==> config.mk <==
export PLATFORM = sky130hd
export DESIGN_NAME = bch_enc_scheduler
export DESIGN_NICKNAME = d
export VERILOG_FILES = /design/src/rtl/bch_enc_scheduler.sv
export SDC_FILE = /design/constraint.sdc
export NUM_CORES = 1
export LEC_CHECK = 0
export CAP_MARGIN = 10
export CORE_ASPECT_RATIO = 0.6
export CORE_MARGIN = 2
export CORE_UTILIZATION = 55
export CTS_CLUSTER_SIZE = 30
export DETAILED_ROUTE_END_ITERATION = 16
export DONT_BUFFER_PORTS = 1
export PLACE_DENSITY = 0.7
export SYNTH_ARGS = -nofsm -noshare
export SYNTH_HDL_FRONTEND = slang
export SYNTH_SLANG_ARGS = --single-unit
==> constraint.sdc <==
create_clock -name clk -period 6 [get_ports clk]
set_clock_uncertainty 0.15 [all_clocks]
set_input_delay 0.9 -clock clk [delete_from_list [all_inputs] [get_ports clk]]
set_output_delay 0.9 -clock clk [all_outputs]
set_load 0.01 [all_outputs]
==> src/rtl/bch_enc_scheduler.sv <==
// bch_enc_scheduler
//   Shares one serial BCH(N,K) encoder between N_REQ message sources.
//   A round-robin arbiter accepts one K-bit message with a single-cycle
//   req_ready pulse. The message is streamed MSB-first to the encoder, and the
//   encoder is kept running through the N-K parity cycles. GAP guard cycles
//   then let the encoder flush before the next accept.
//
// Ports
//   clk, rst        : rising-edge clock, asynchronous active-high reset
//   req_valid/data  : per-requester pending flag and K-bit message
//                     (requester i in req_data[i*K +: K])
//   req_ready       : one-hot accept pulse
//   enc_valid/bit   : info bit to the encoder (registered)
//   enc_run         : encoder advance enable (combinational from state, dn_ready)
//   enc_ready       : encoder took the info bit
//   dn_ready        : downstream can take an encoder output bit
//   frame_owner     : requester whose frame is in flight
//   busy            : accept through the last guard cycle
//   frame_done      : one-cycle pulse after the last parity cycle
//   frame_cnt       : completed frames, modulo 2^16
module bch_enc_scheduler #(
  parameter int N_REQ = 2,
  parameter int K     = 51,
  parameter int N     = 63,
  parameter int GAP   = 2
) (
  input  logic                     clk,
  input  logic                     rst,
  input  logic [N_REQ-1:0]         req_valid,
  input  logic [N_REQ*K-1:0]       req_data,
  output logic [N_REQ-1:0]         req_ready,
  output logic                     enc_valid,
  output logic                     enc_bit,
  output logic                     enc_run,
  input  logic                     enc_ready,
  input  logic                     dn_ready,
  output logic [$clog2(N_REQ)-1:0] frame_owner,
  output logic                     busy,
  output logic                     frame_done,
  output logic [15:0]              frame_cnt
);

  localparam int              OW         = $clog2(N_REQ);
  localparam logic [5:0]      LAST_DATA  = 6'(K - 1);
  localparam logic [5:0]      LAST_PAR   = 6'(N - K - 1);
  localparam logic [2:0]      LAST_GUARD = 3'(GAP - 1);
  localparam logic [OW-1:0]   PTR_RST    = OW'(N_REQ - 1);
  localparam logic [N_REQ-1:0] ONE_HOT0  = N_REQ'(1);

  typedef enum logic [1:0] {S_IDLE, S_DATA, S_PARITY, S_GUARD} state_t;

  state_t             state_q, state_d;
  logic [K-1:0]       shreg_q, shreg_d;
  logic [5:0]         bit_cnt_q, bit_cnt_d;
  logic [2:0]         gcnt_q, gcnt_d;
  logic [OW-1:0]      last_q, last_d;
  logic [OW-1:0]      frame_owner_q, frame_owner_d;
  logic [N_REQ-1:0]   req_ready_q, req_ready_d;
  logic               enc_valid_q, enc_valid_d;
  logic               enc_bit_q, enc_bit_d;
  logic               busy_q, busy_d;
  logic               frame_done_q, frame_done_d;
  logic [15:0]        frame_cnt_q, frame_cnt_d;

  logic               gnt_found;
  logic [OW-1:0]      gnt_idx;
  logic [OW-1:0]      cand;
  logic [K-1:0]       gnt_msg;
  logic               consume;
  logic               done_evt;

  // Pointer increment with wrap at N_REQ-1 (N_REQ need not be a power of 2).
  function automatic logic [OW-1:0] ptr_inc(input logic [OW-1:0] p);
    return (p == PTR_RST) ? '0 : p + 1'b1;
  endfunction

  // Round-robin search: first pending requester starting at last+1.
  always_comb begin
    gnt_found = 1'b0;
    gnt_idx   = '0;
    cand      = ptr_inc(last_q);
    for (int i = 0; i < N_REQ; i++) begin
      if (!gnt_found && req_valid[cand]) begin
        gnt_found = 1'b1;
        gnt_idx   = cand;
      end
      cand = ptr_inc(cand);
    end
  end

  // Message mux for the granted requester.
  always_comb begin
    gnt_msg = '0;
    for (int i = 0; i < N_REQ; i++) begin
      if (gnt_idx == OW'(i)) gnt_msg = req_data[i*K +: K];
    end
  end

  // Next-state and datapath.
  always_comb begin
    state_d       = state_q;
    shreg_d       = shreg_q;
    bit_cnt_d     = bit_cnt_q;
    gcnt_d        = gcnt_q;
    last_d        = last_q;
    frame_owner_d = frame_owner_q;
    frame_cnt_d   = frame_cnt_q;
    done_evt      = 1'b0;
    // enc_valid_q is high exactly while in DATA.
    consume       = enc_valid_q & enc_ready & dn_ready;
    unique case (state_q)
      S_IDLE: begin
        if (gnt_found) begin
          shreg_d       = gnt_msg;
          frame_owner_d = gnt_idx;
          last_d        = gnt_idx;
          bit_cnt_d     = '0;
          state_d       = S_DATA;
        end
      end
      S_DATA: begin
        if (consume) begin
          shreg_d = {shreg_q[K-2:0], 1'b0};
          if (bit_cnt_q == LAST_DATA) begin
            bit_cnt_d = '0;
            state_d   = S_PARITY;
          end else begin
            bit_cnt_d = bit_cnt_q + 1'b1;
          end
        end
      end
      S_PARITY: begin
        if (dn_ready) begin
          if (bit_cnt_q == LAST_PAR) begin
            done_evt    = 1'b1;
            frame_cnt_d = frame_cnt_q + 1'b1;
            bit_cnt_d   = '0;
            gcnt_d      = '0;
            state_d     = S_GUARD;
          end else begin
            bit_cnt_d = bit_cnt_q + 1'b1;
          end
        end
      end
      S_GUARD: begin
        // Encoder runs regardless of dn_ready so it can flush its state.
        if (gcnt_q == LAST_GUARD) state_d = S_IDLE;
        else                      gcnt_d  = gcnt_q + 1'b1;
      end
      default: state_d = S_IDLE;
    endcase
  end

  // Outputs: registered ones are computed from the next state; enc_run is
  // combinational so the encoder freezes in the same cycle dn_ready drops.
  always_comb begin
    req_ready_d  = '0;
    if (state_q == S_IDLE && gnt_found) req_ready_d = ONE_HOT0 << gnt_idx;
    enc_valid_d  = (state_d == S_DATA);
    enc_bit_d    = enc_valid_d & shreg_d[K-1];
    busy_d       = (state_d != S_IDLE);
    frame_done_d = done_evt;
    case (state_q)
      S_DATA, S_PARITY: enc_run = dn_ready;
      S_GUARD:          enc_run = 1'b1;
      default:          enc_run = 1'b0;
    endcase
  end

  always_ff @(posedge clk or posedge rst) begin
    if (rst) begin
      state_q       <= S_IDLE;
      shreg_q       <= '0;
      bit_cnt_q     <= '0;
      gcnt_q        <= '0;
      last_q        <= PTR_RST;
      frame_owner_q <= '0;
      req_ready_q   <= '0;
      enc_valid_q   <= 1'b0;
      enc_bit_q     <= 1'b0;
      busy_q        <= 1'b0;
      frame_done_q  <= 1'b0;
      frame_cnt_q   <= '0;
    end else begin
      state_q       <= state_d;
      shreg_q       <= shreg_d;
      bit_cnt_q     <= bit_cnt_d;
      gcnt_q        <= gcnt_d;
      last_q        <= last_d;
      frame_owner_q <= frame_owner_d;
      req_ready_q   <= req_ready_d;
      enc_valid_q   <= enc_valid_d;
      enc_bit_q     <= enc_bit_d;
      busy_q        <= busy_d;
      frame_done_q  <= frame_done_d;
      frame_cnt_q   <= frame_cnt_d;
    end
  end

  assign req_ready   = req_ready_q;
  assign enc_valid   = enc_valid_q;
  assign enc_bit     = enc_bit_q;
  assign frame_owner = frame_owner_q;
  assign busy        = busy_q;
  assign frame_done  = frame_done_q;
  assign frame_cnt   = frame_cnt_q;

endmodule

Yosys cells after proc, flatten, opt, wreduce, memory -nomap -nowiden
Cells that the tools add are included.
{"block": "totals", "register_bits": 86, "latch_bits": 0, "ramBits": 0, "romBits": 0, "input_bits": 108, "out_inout_bits": 24, "wordCells": 86, "n_memories": 0}
{"block": "classes", "n_addsub": 5, "mul": 0, "div": 0, "magnitude_cmp": 2, "eq_ne": 12, "shifts": 1, "muxes": 36, "bitwise": 3, "n_reduce_logical": 14}
{"operator": "51-bit two-way mux", "count": 3}
{"operator": "51-bit one-hot mux with 2 select lines", "count": 1}
{"operator": "6-bit two-way mux", "count": 5}
{"operator": "6-bit one-hot mux with 3 select lines", "count": 1}
{"operator": "16-bit by 1-bit adder with 16-bit output, second input constant", "count": 1}
{"operator": "2-bit two-way mux", "count": 7}
{"operator": "1-bit two-way mux", "count": 13}
{"operator": "2-bit inequality test, second input constant", "count": 5}
{"operator": "3-bit two-way mux", "count": 3}
{"operator": "2-bit one-hot mux with 4 select lines", "count": 1}
{"operator": "4-bit AND reduction", "count": 2}
{"operator": "6-bit by 1-bit adder with 6-bit output, second input constant", "count": 1}
{"operator": "6-bit by 4-bit == test with 1-bit output, second input constant", "count": 1}
{"operator": "6-bit == test, second input constant", "count": 1}
{"operator": "3-bit one-hot mux with 2 select lines", "count": 1}
{"operator": "3-bit AND reduction", "count": 2}
{"operator": "2-bit nonzero test", "count": 3}
{"operator": "2-bit by 1-bit == test with 1-bit output, second input constant", "count": 2}
{"operator": "2-bit == test, second input constant", "count": 2}
{"operator": "1-bit by 2-bit less-than comparator with 1-bit output, second input constant", "count": 2}
{"operator": "3-bit by 1-bit adder with 3-bit output, second input constant", "count": 1}
{"operator": "1-bit AND", "count": 3}
{"operator": "3-bit by 1-bit == test with 1-bit output, second input constant", "count": 1}
{"operator": "3-bit nonzero test", "count": 1}
{"operator": "8 further kinds", "count": 10}

Logic depth before layout (Yosys ltp)
Gate-level depths: netlist of run 1.
{"block": "depth", "depth_word": 12, "mapped_depth": 8, "ltp_nobuf": 7}

Worst setup path after synthesis of run 1
No wires, ideal clock.
{"block": "synth_timing", "path_kind": "input -> register", "start": "in req_valid[1]", "end": "reg shreg_q[47]", "setup_ns": 0.126, "arrival_ns": 1.950, "required_ns": 5.724, "slack_ns": 3.774, "stages": 6, "n_path_buf": 2, "path_cell_list": "a21boi_0 -> buf_2 -> buf_4 -> mux2i_1 -> nor2_1 -> a221o_1"}
{"block": "synth_via", "elab_chain_len": 9, "elab_cells_between_ends": 15, "cone_classes": "1 x eq/ne; 11 x mux; 3 x reduce/logical"}
{"item": "from (decl)", "line_no": "29", "rtl": "input logic [N_REQ-1:0] req_valid,"}
{"item": "1-bit two-way mux (not written as such) (2 in a row)", "line_no": "83", "rtl": "if (!gnt_found && req_valid[cand]) begin"}
{"item": "1-bit two-way mux", "line_no": "83"}
{"item": "1-bit zero test", "line_no": "83"}
{"item": "1-bit logical AND", "line_no": "83"}
{"item": "1-bit two-way mux", "line_no": "83"}
{"item": "51-bit two-way mux", "line_no": "95", "rtl": "if (gnt_idx == OW'(i)) gnt_msg = req_data[i*K +: K];"}
{"item": "51-bit two-way mux", "line_no": "113", "rtl": "if (gnt_found) begin"}
{"item": "51-bit one-hot mux with 2 select lines", "line_no": "111", "rtl": "unique case (state_q)"}
{"item": "to (signal assigned)", "line_no": "186", "rtl": "shreg_q <= shreg_d;"}
{"item": "to (decl)", "line_no": "53", "rtl": "logic [K-1:0] shreg_q, shreg_d;"}
Parallel ways exist; a longest one is shown, timed or not. The select of a mux whose other input is x is not followed.
A chain may end at the register's enable or synchronous reset.

Final worst setup path of run 1
{"block": "layout_timing", "start": "reg state_q[0]", "end": "reg enc_bit_q (netlist: enc_bit)"}
{"block": "layout_via", "elab_cells_between_ends": 14, "cone_classes": "4 x eq/ne; 8 x mux; 1 x bitwise; 1 x reduce/logical"}
{"item": "from (decl)", "line_no": "52", "rtl": "state_t state_q, state_d;"}
{"item": "from (signal assigned)", "line_no": "185", "rtl": "state_q <= state_d;"}
{"item": "2-bit by 1-bit == test with 1-bit output / 2-bit zero test (equally long branches)", "line_no": "111"}
{"item": "51-bit one-hot mux with 2 select lines (*)", "line_no": "111"}
{"item": "via shreg_d[50]", "line_no": "53"}
{"item": "1-bit AND (*)", "line_no": "160", "rtl": "enc_bit_d = enc_valid_d & shreg_d[K-1];"}
{"item": "via enc_bit_d", "line_no": "60", "rtl": "logic enc_bit_q, enc_bit_d;"}
{"item": "to (signal assigned)", "line_no": "193", "rtl": "enc_bit_q <= enc_bit_d;"}
{"item": "to (decl)", "line_no": "60"}
The timed path passes the listed nets; every way through them passes the cells marked *.

==> results of run 1 <==
-- worst max-delay path, stage by stage (launching register included) --
cell,delay (ns)
dfrtp_1,0.40
inv_1,0.14
ha_1,0.46
nor3b_1,0.44
a21oi_2,0.13
o21ai_4,0.08
buf_4,0.58
a221o_1,0.27
nor3b_1,0.19
-- registers in the layout, summed over array words and instances (netlist names) --
register	flops
busy	1
state_q	2
enc_bit	1
bit_cnt_q	6
req_ready	2
frame_cnt	16
frame_done	1
enc_valid	1
last_q	1
gcnt_q	3
frame_owner	1
shreg_q	51
-- power breakdown --
| group | internal (W) | total, W | switching, W |
|---|---|---|---|
| clock | 0.000317 | 0.000523 | 0.000206 |
| sequential | 0.000763 | 0.000883 | 0.000121 |
| combinational | 0.000284 | 0.000811 | 0.000527 |
| total | 0.00136 | 0.00222 | 0.000853 |
-- stage by stage --
stage	util, %	total power, W	hold WS, ns	instance area (um2)	setup slack (ns)
after floorplan	-	0.001524	0.2920	4514	2.730
after global placement	58.07	0.001670	0.3119	4596	3.207
after detailed placement	58.07	0.001702	0.3207	4596	3.081
after CTS	61.50	0.002236	0.3339	4867	3.053
after global routing	61.50	0.002398	0.3515	4867	2.787
final	61.50	0.002217	0.3281	4867	3.076
-- cell type report --
class                           count  area [um2]
Fill cell                         682        3047
Multi-Input combinational cell    372        2242
Sequential cell                    86        2153
Clock buffer                       12       236.5
Tap cell                          108       135.1
Inverter                           11       42.54
Clock inverter                      2       35.03
Timing Repair Buffer                3       22.52
-- worst max-delay path by stage --
stage	startpoint	endpoint	slack (ns)	depth (start not counted)
final	state_q[0]$_DFF_PP0_	enc_bit$_DFF_PP0_	3.08	8
after global routing	state_q[0]$_DFF_PP0_	enc_bit$_DFF_PP0_	2.79	8
after CTS	state_q[0]$_DFF_PP0_	enc_bit$_DFF_PP0_	3.05	8
after detailed placement	state_q[0]$_DFF_PP0_	enc_bit$_DFF_PP0_	3.08	8
after global placement	state_q[0]$_DFF_PP0_	enc_bit$_DFF_PP0_	3.21	8
after floorplan	rst	bit_cnt_q[0]$_DFFE_PP0P_	2.73	1
-- cells in the final DEF (no fill, tap or decap), types with 4 or more instances in the layout --
| master | n |
|---|---|
| a22oi_1 | 12 |
| a31oi_1 | 4 |
| nand4_1 | 5 |
| inv_1 | 9 |
| nand3_1 | 10 |
| o21ai_0 | 54 |
| ha_1 | 9 |
| a21oi_1 | 43 |
| mux2i_1 | 43 |
| nor2_1 | 63 |
| nand2_1 | 66 |
| a221o_1 | 4 |
| clkbuf_16 | 9 |
| xor2_1 | 9 |
| xnor2_1 | 6 |
| dfrtp_1 | 85 |
| nand2b_1 | 4 |
-- logic make-up (layout without fill, tap and decap cells) --
kind of cell	Yosys count	count (layout)	synth area share, %
simple gates	168	168	16.05
xor+xnor	15	15	2.910
flops	86	86	47.70
buf+inv	36	28	3.465
mux	43	43	9.534
compound gates	137	137	17.85
fa+ha+maj	9	9	2.495
-- routing by layer --
metal	vias up	track usage, %	wire (um)
li1	1700	-	-
met1	1573	31.44	4744
met2	113	32.02	3937
met3	12	7.899	757
met4	0	6.718	102
met5	-	0	0
==> run summary, run 1 <==
RD Place Congestion - 0.8893
top-area cell type share of the netlist area - 47.12%
most instantiated library cell after synthesis - dfrtp_1
Nets - 600
num ports - 132
buffers inserted during post-CTS setup optimization - 0
outcome - completed
x dimension of the die - 121.0 um
number of pins with negative max-slew slack in the final report - 0
static leakage - 2.164 nW
worst vdd ir - 335.8 uV
number of enable flip-flop cells after synthesis - 0
effective utilization at floorplan - 57.04%
DR vias/cell - 5.721
accumulated negative setup slack - 0 ns
number of antenna repair diodes - 0
number of antenna violations at the first check in global routing - 0
Avg Cell Area, Syn - 9.138 um2
via count of the first global-routing pass - 3,154
ratio of cells with drive above 1 in the final layout - 5.556%
post-CTS sizing - 0
Reg-to-Reg Start - state_q[0]$_DFF_PP0_
clock network latency to the later pin of the worst-skew pair - 0.33 ns
CTS Root Cell - clkbuf_16
crit path capture type - flip-flop
global-route wire length before repair - 15,320 um
RR Endpoint - enc_bit$_DFF_PP0_
overall die height - 74.18 um
fraction of the yosys area taken by sequential cells - 47.70%
total power density per cell area - 455.6 nW/um2
count of endpoints failing hold in the final timing report - 0
slack of the worst reg-to-reg path - 3.08 ns
Total GRT Usage - 22.10%
Max-slew headroom - 27.45%
H-tree depth - 3
clock tree from TritonCTS - yes
post-synthesis sequential element count - 86
synth-to-layout area growth - 7.816%
slew at the pin closest to its max-slew limit - 1.084 ns
Hold Path Class - reg2reg
PortBufs - 0
post-layout instance count excluding filler cells - 594
Detail Route Antenna Nets - 0
placed wire-length estimate after detailed placement - 6670 um
count of routing violations after the opening detailed-route iteration - 191
count of TritonRoute iterations in the first routing pass - 4
Post-Syn Area - 4514 um2
Post-synth top flop - dfrtp_1
Die Footprint - 8972 um2
count of yosys warnings during synthesis - 0
depth of the worst register-to-register path - 8
post-synth net total - 611
Syn Inst Count - 494
achievable clock frequency - 342.0 MHz
most area-consuming cells after synthesis - dfrtp_1 (47%), mux2i_1 (9.5%), o21ai_0 (6.0%), nand2_1 (5.5%), nor2_1 (5.3%)
share of the clock period used by the worst path - 48.74%
unrepaired setup endpoints after global routing - no
Synth top cells by count - dfrtp_1 (85), nand2_1 (66), nor2_1 (64)
top cell type by total area after synthesis - dfrtp_1
FP Rows - 25
element type at the critical path start - flip-flop
Hold Path End - shreg_q[35]$_DFFE_PP0P_
wire length after detailed routing - 9541 um
area of the core - 7914 um2
origin of the worst min-delay path - shreg_q[35]$_DFFE_PP0P_
Critical Path AT - 3.02 ns
Synth async-reset ratio - 100.0%
largest net degree at the start of global routing - 92
Netlist cell types - 49
Via Count - 3,398
critical path class - reg2reg
routed wire length per instance - 16.06 um
instance count after placement with tap cells included - 580
Final Setup Violations - 0
grt ovf - 0
Clk pin slew, worst setup/hold paths - 0.06 ns
worst-path maximum fanout - 91
Req. time, crit path - 6.09 ns
depth of the worst hold-timing path - 2
number of buffers created by CTS - 9
number of DRC violations after detailed routing - 0
Period minus WS final - 2.924 ns
clock sink count - 86
deepest clock path buffer count - 2
cts hold-fix bufs - 0
max-cap violations - 0
Power figures use the tool's default switching activity.
==> run 2: changes to the inputs <==
clock period = 2.7 ns   (was 6 ns; I/O delays follow)
==> run 2 against run 1 <==
First-iteration DRC count fell by 3.1%; utilization rose by 1.9 points; final cell count rose by 1.2%; worst hold slack got worse by 0.21 ns; power rose by 140%; largest cell class unchanged; critical path type unchanged; combinational power rose by 130%; non-clock buffer count rose by 6; count of clock-buffer cells in the layout fell by 2; sequential share of layout area fell by 1.3 points; maximum frequency rose by 30%; wire length rose by 1.2%.
==> run summary, run 2 (synthesis results as in run 1) <==
outcome - completed
static leakage - 2.235 nW
Max-slew headroom - 67.05%
slew at the pin closest to its max-slew limit - 0.4817 ns
number of DRC violations after detailed routing - 0
critical path class - reg2reg
DR vias/cell - 5.774
total power density per cell area - 1045 nW/um2
delay of the slowest critical-path stage - 0.43 ns
flip-flop count of the largest register, all copies and words added - 51
critical-path cell list - inv_1 > ha_1 > inv_1 > nor2_4 > buf_4 > a21oi_1 > o21ai_0
worst vdd ir - 548.9 uV
Req. time, crit path - 2.78 ns
switching power - 0.001950 W
accumulated negative setup slack - 0 ns
cell with the most instances on the worst path - inv_1
deepest clock path buffer count - 2
synth-to-layout area growth - 11.14%
filler cell count in the final layout - 647
num ports - 132
Die Footprint - 8972 um2
H-tree depth - 3
effective utilization at floorplan - 57.04%
via count of the first global-routing pass - 3,152
Reg-to-Reg Start - state_q[1]$_DFF_PP0_
most frequent cells in the layout - dfrtp_1 (85), nand2_1 (66), nor2_1 (63), o21ai_0 (54)
Placement Cell Area - 4661 um2
element type at the critical path start - flip-flop
global-route wire length before repair - 15,520 um
Nets - 606
slowest cell on the critical path - dfrtp_1
most common library cell in the layout ignoring fill and taps - dfrtp_1
wire length after detailed routing - 9660 um
origin of the worst min-delay path - req_data[50]
switching portion of total power - 37.21%
FP Rows - 25
Final Setup Violations - 0
unrepaired setup endpoints after global routing - no
crit path capture type - flip-flop
number of antenna violations at the first check in global routing - 0
count of routing violations after the opening detailed-route iteration - 185
clock tree from TritonCTS - yes
grt ovf - 0
launching element of the worst setup path - state_q[1]$_DFF_PP0_
worst-path maximum fanout - 42
overall die height - 74.18 um
ratio of cells with drive above 1 in the final layout - 7.302%
clock share of power - 27.2%
placed wire-length estimate after detailed placement - 6791 um
Total GRT Usage - 22.52%
power share of the combinational group - 35.3%
Hold Path Class - in2reg
Detail Route Antenna Nets - 0
largest net degree at the start of global routing - 87
cell internal pwr - 0.003292 W
Critical Path AT - 2.33 ns
sequential power share - 37.5%
number of buffers created by CTS - 9
Period minus WS final - 2.245 ns
count of TritonRoute iterations in the first routing pass - 4
CTS Root Cell - clkbuf_16
fin area - 5017 um2
max-cap violations - 0
routed wire length per instance - 16.07 um
count of endpoints failing hold in the final timing report - 0
Clk pin slew, worst setup/hold paths - 0.06 ns
Via Count - 3,470
number of antenna repair diodes - 0
overall power of the completed layout - 0.005242 W
area of the core - 7914 um2
RD Place Congestion - 0.8758
clock sink count - 86
post-CTS sizing - 0
achievable clock frequency - 445.5 MHz
clock network latency to the later pin of the worst-skew pair - 0.34 ns
register ranked first by flip-flop count - shreg_q
x dimension of the die - 121.0 um
PortBufs - 0
share of the clock period used by the worst path - 83.14%
number of pins with negative max-slew slack in the final report - 0
==> run 2: cell types whose count changed in the layout (fill, tap and decap cells not counted), sizes merged <==
cell / delta
clkinvlp: +1
clkbuf: -2
buf: +5
bufinv: +2
dlygate4sd3: +1
==> run 2: routing by layer <==
metal	global-route usage (%)	wire length, um	share of wire (%)
met1	32.60	4554	47
met4	5.814	75	0.78
met5	0	0	0
met3	7.055	723	7.5
met2	33.21	4307	45
==> run 2: final timing paths <==
check	slack (ns)	endpoint	cells past startpoint
max in group asynchronous	1.49	last_q$_DFFE_PP1P_	3
worst max-delay path	0.46	shreg_q[16]$_DFFE_PP0P_	7
worst min register to register	0.33	shreg_q[8]$_DFFE_PP0P_	2
min in group asynchronous	0.53	frame_cnt[4]$_DFFE_PP0P_	3
worst max register to register	0.46	shreg_q[16]$_DFFE_PP0P_	7
worst min-delay path	0.11	shreg_q[50]$_DFF_PP0_	1
==> run 2: layout make-up <==
cell class                      instances  area, um2  share of cell area (%)
Timing Repair Buffer                    9      95.09                   1.895
Clock inverter                          5      107.6                   2.145
Clock buffer                           10      239.0                   4.763
Multi-Input combinational cell        372       2242                   44.69
Tap cell                              108      135.1                   2.693
Sequential cell                        86       2153                   42.92
Inverter                               11      45.04                  0.8978
==> run 2: power by group through the flow <==
stage	Combinational, W	Sequential, W	Clock (W)
final	0.00185	0.00197	0.00143
after CTS	0.00187	0.00196	0.00145
after detailed placement	0.00186	0.00198	0
after global placement	0.00179	0.00197	0
after floorplan	0.00148	0.00191	0
after global routing	0.00213	0.00202	0.00150
==> run 2: critical path: cells and delay by family, from the launching register on <==
kind | cells | cell delay [ns]
buf+inv | 3 | 0.66
flops | 1 | 0.43
fa+ha+maj | 1 | 0.38
compound gates | 2 | 0.38
simple gates | 1 | 0.14
==> run 2: stage by stage <==
stage	cells	util, %	worst slack, ns	hold WS [ns]
CTS	601	63.40	0.4545	0.1026
detailed placement	585	58.89	0.4987	0.3015
global route	601	63.40	0.2258	0.1138
finish	601	63.40	0.4552	0.1141
floorplan	494	-	0.8440	0.2920
global placement	585	58.89	0.6264	0.2948
==> run 2: timing repair <==
item / in CTS / in global routing
hold buffers: 1 / 0
setup buffers: 0 / 0
endpoints found under the hold margin: 85 / 0
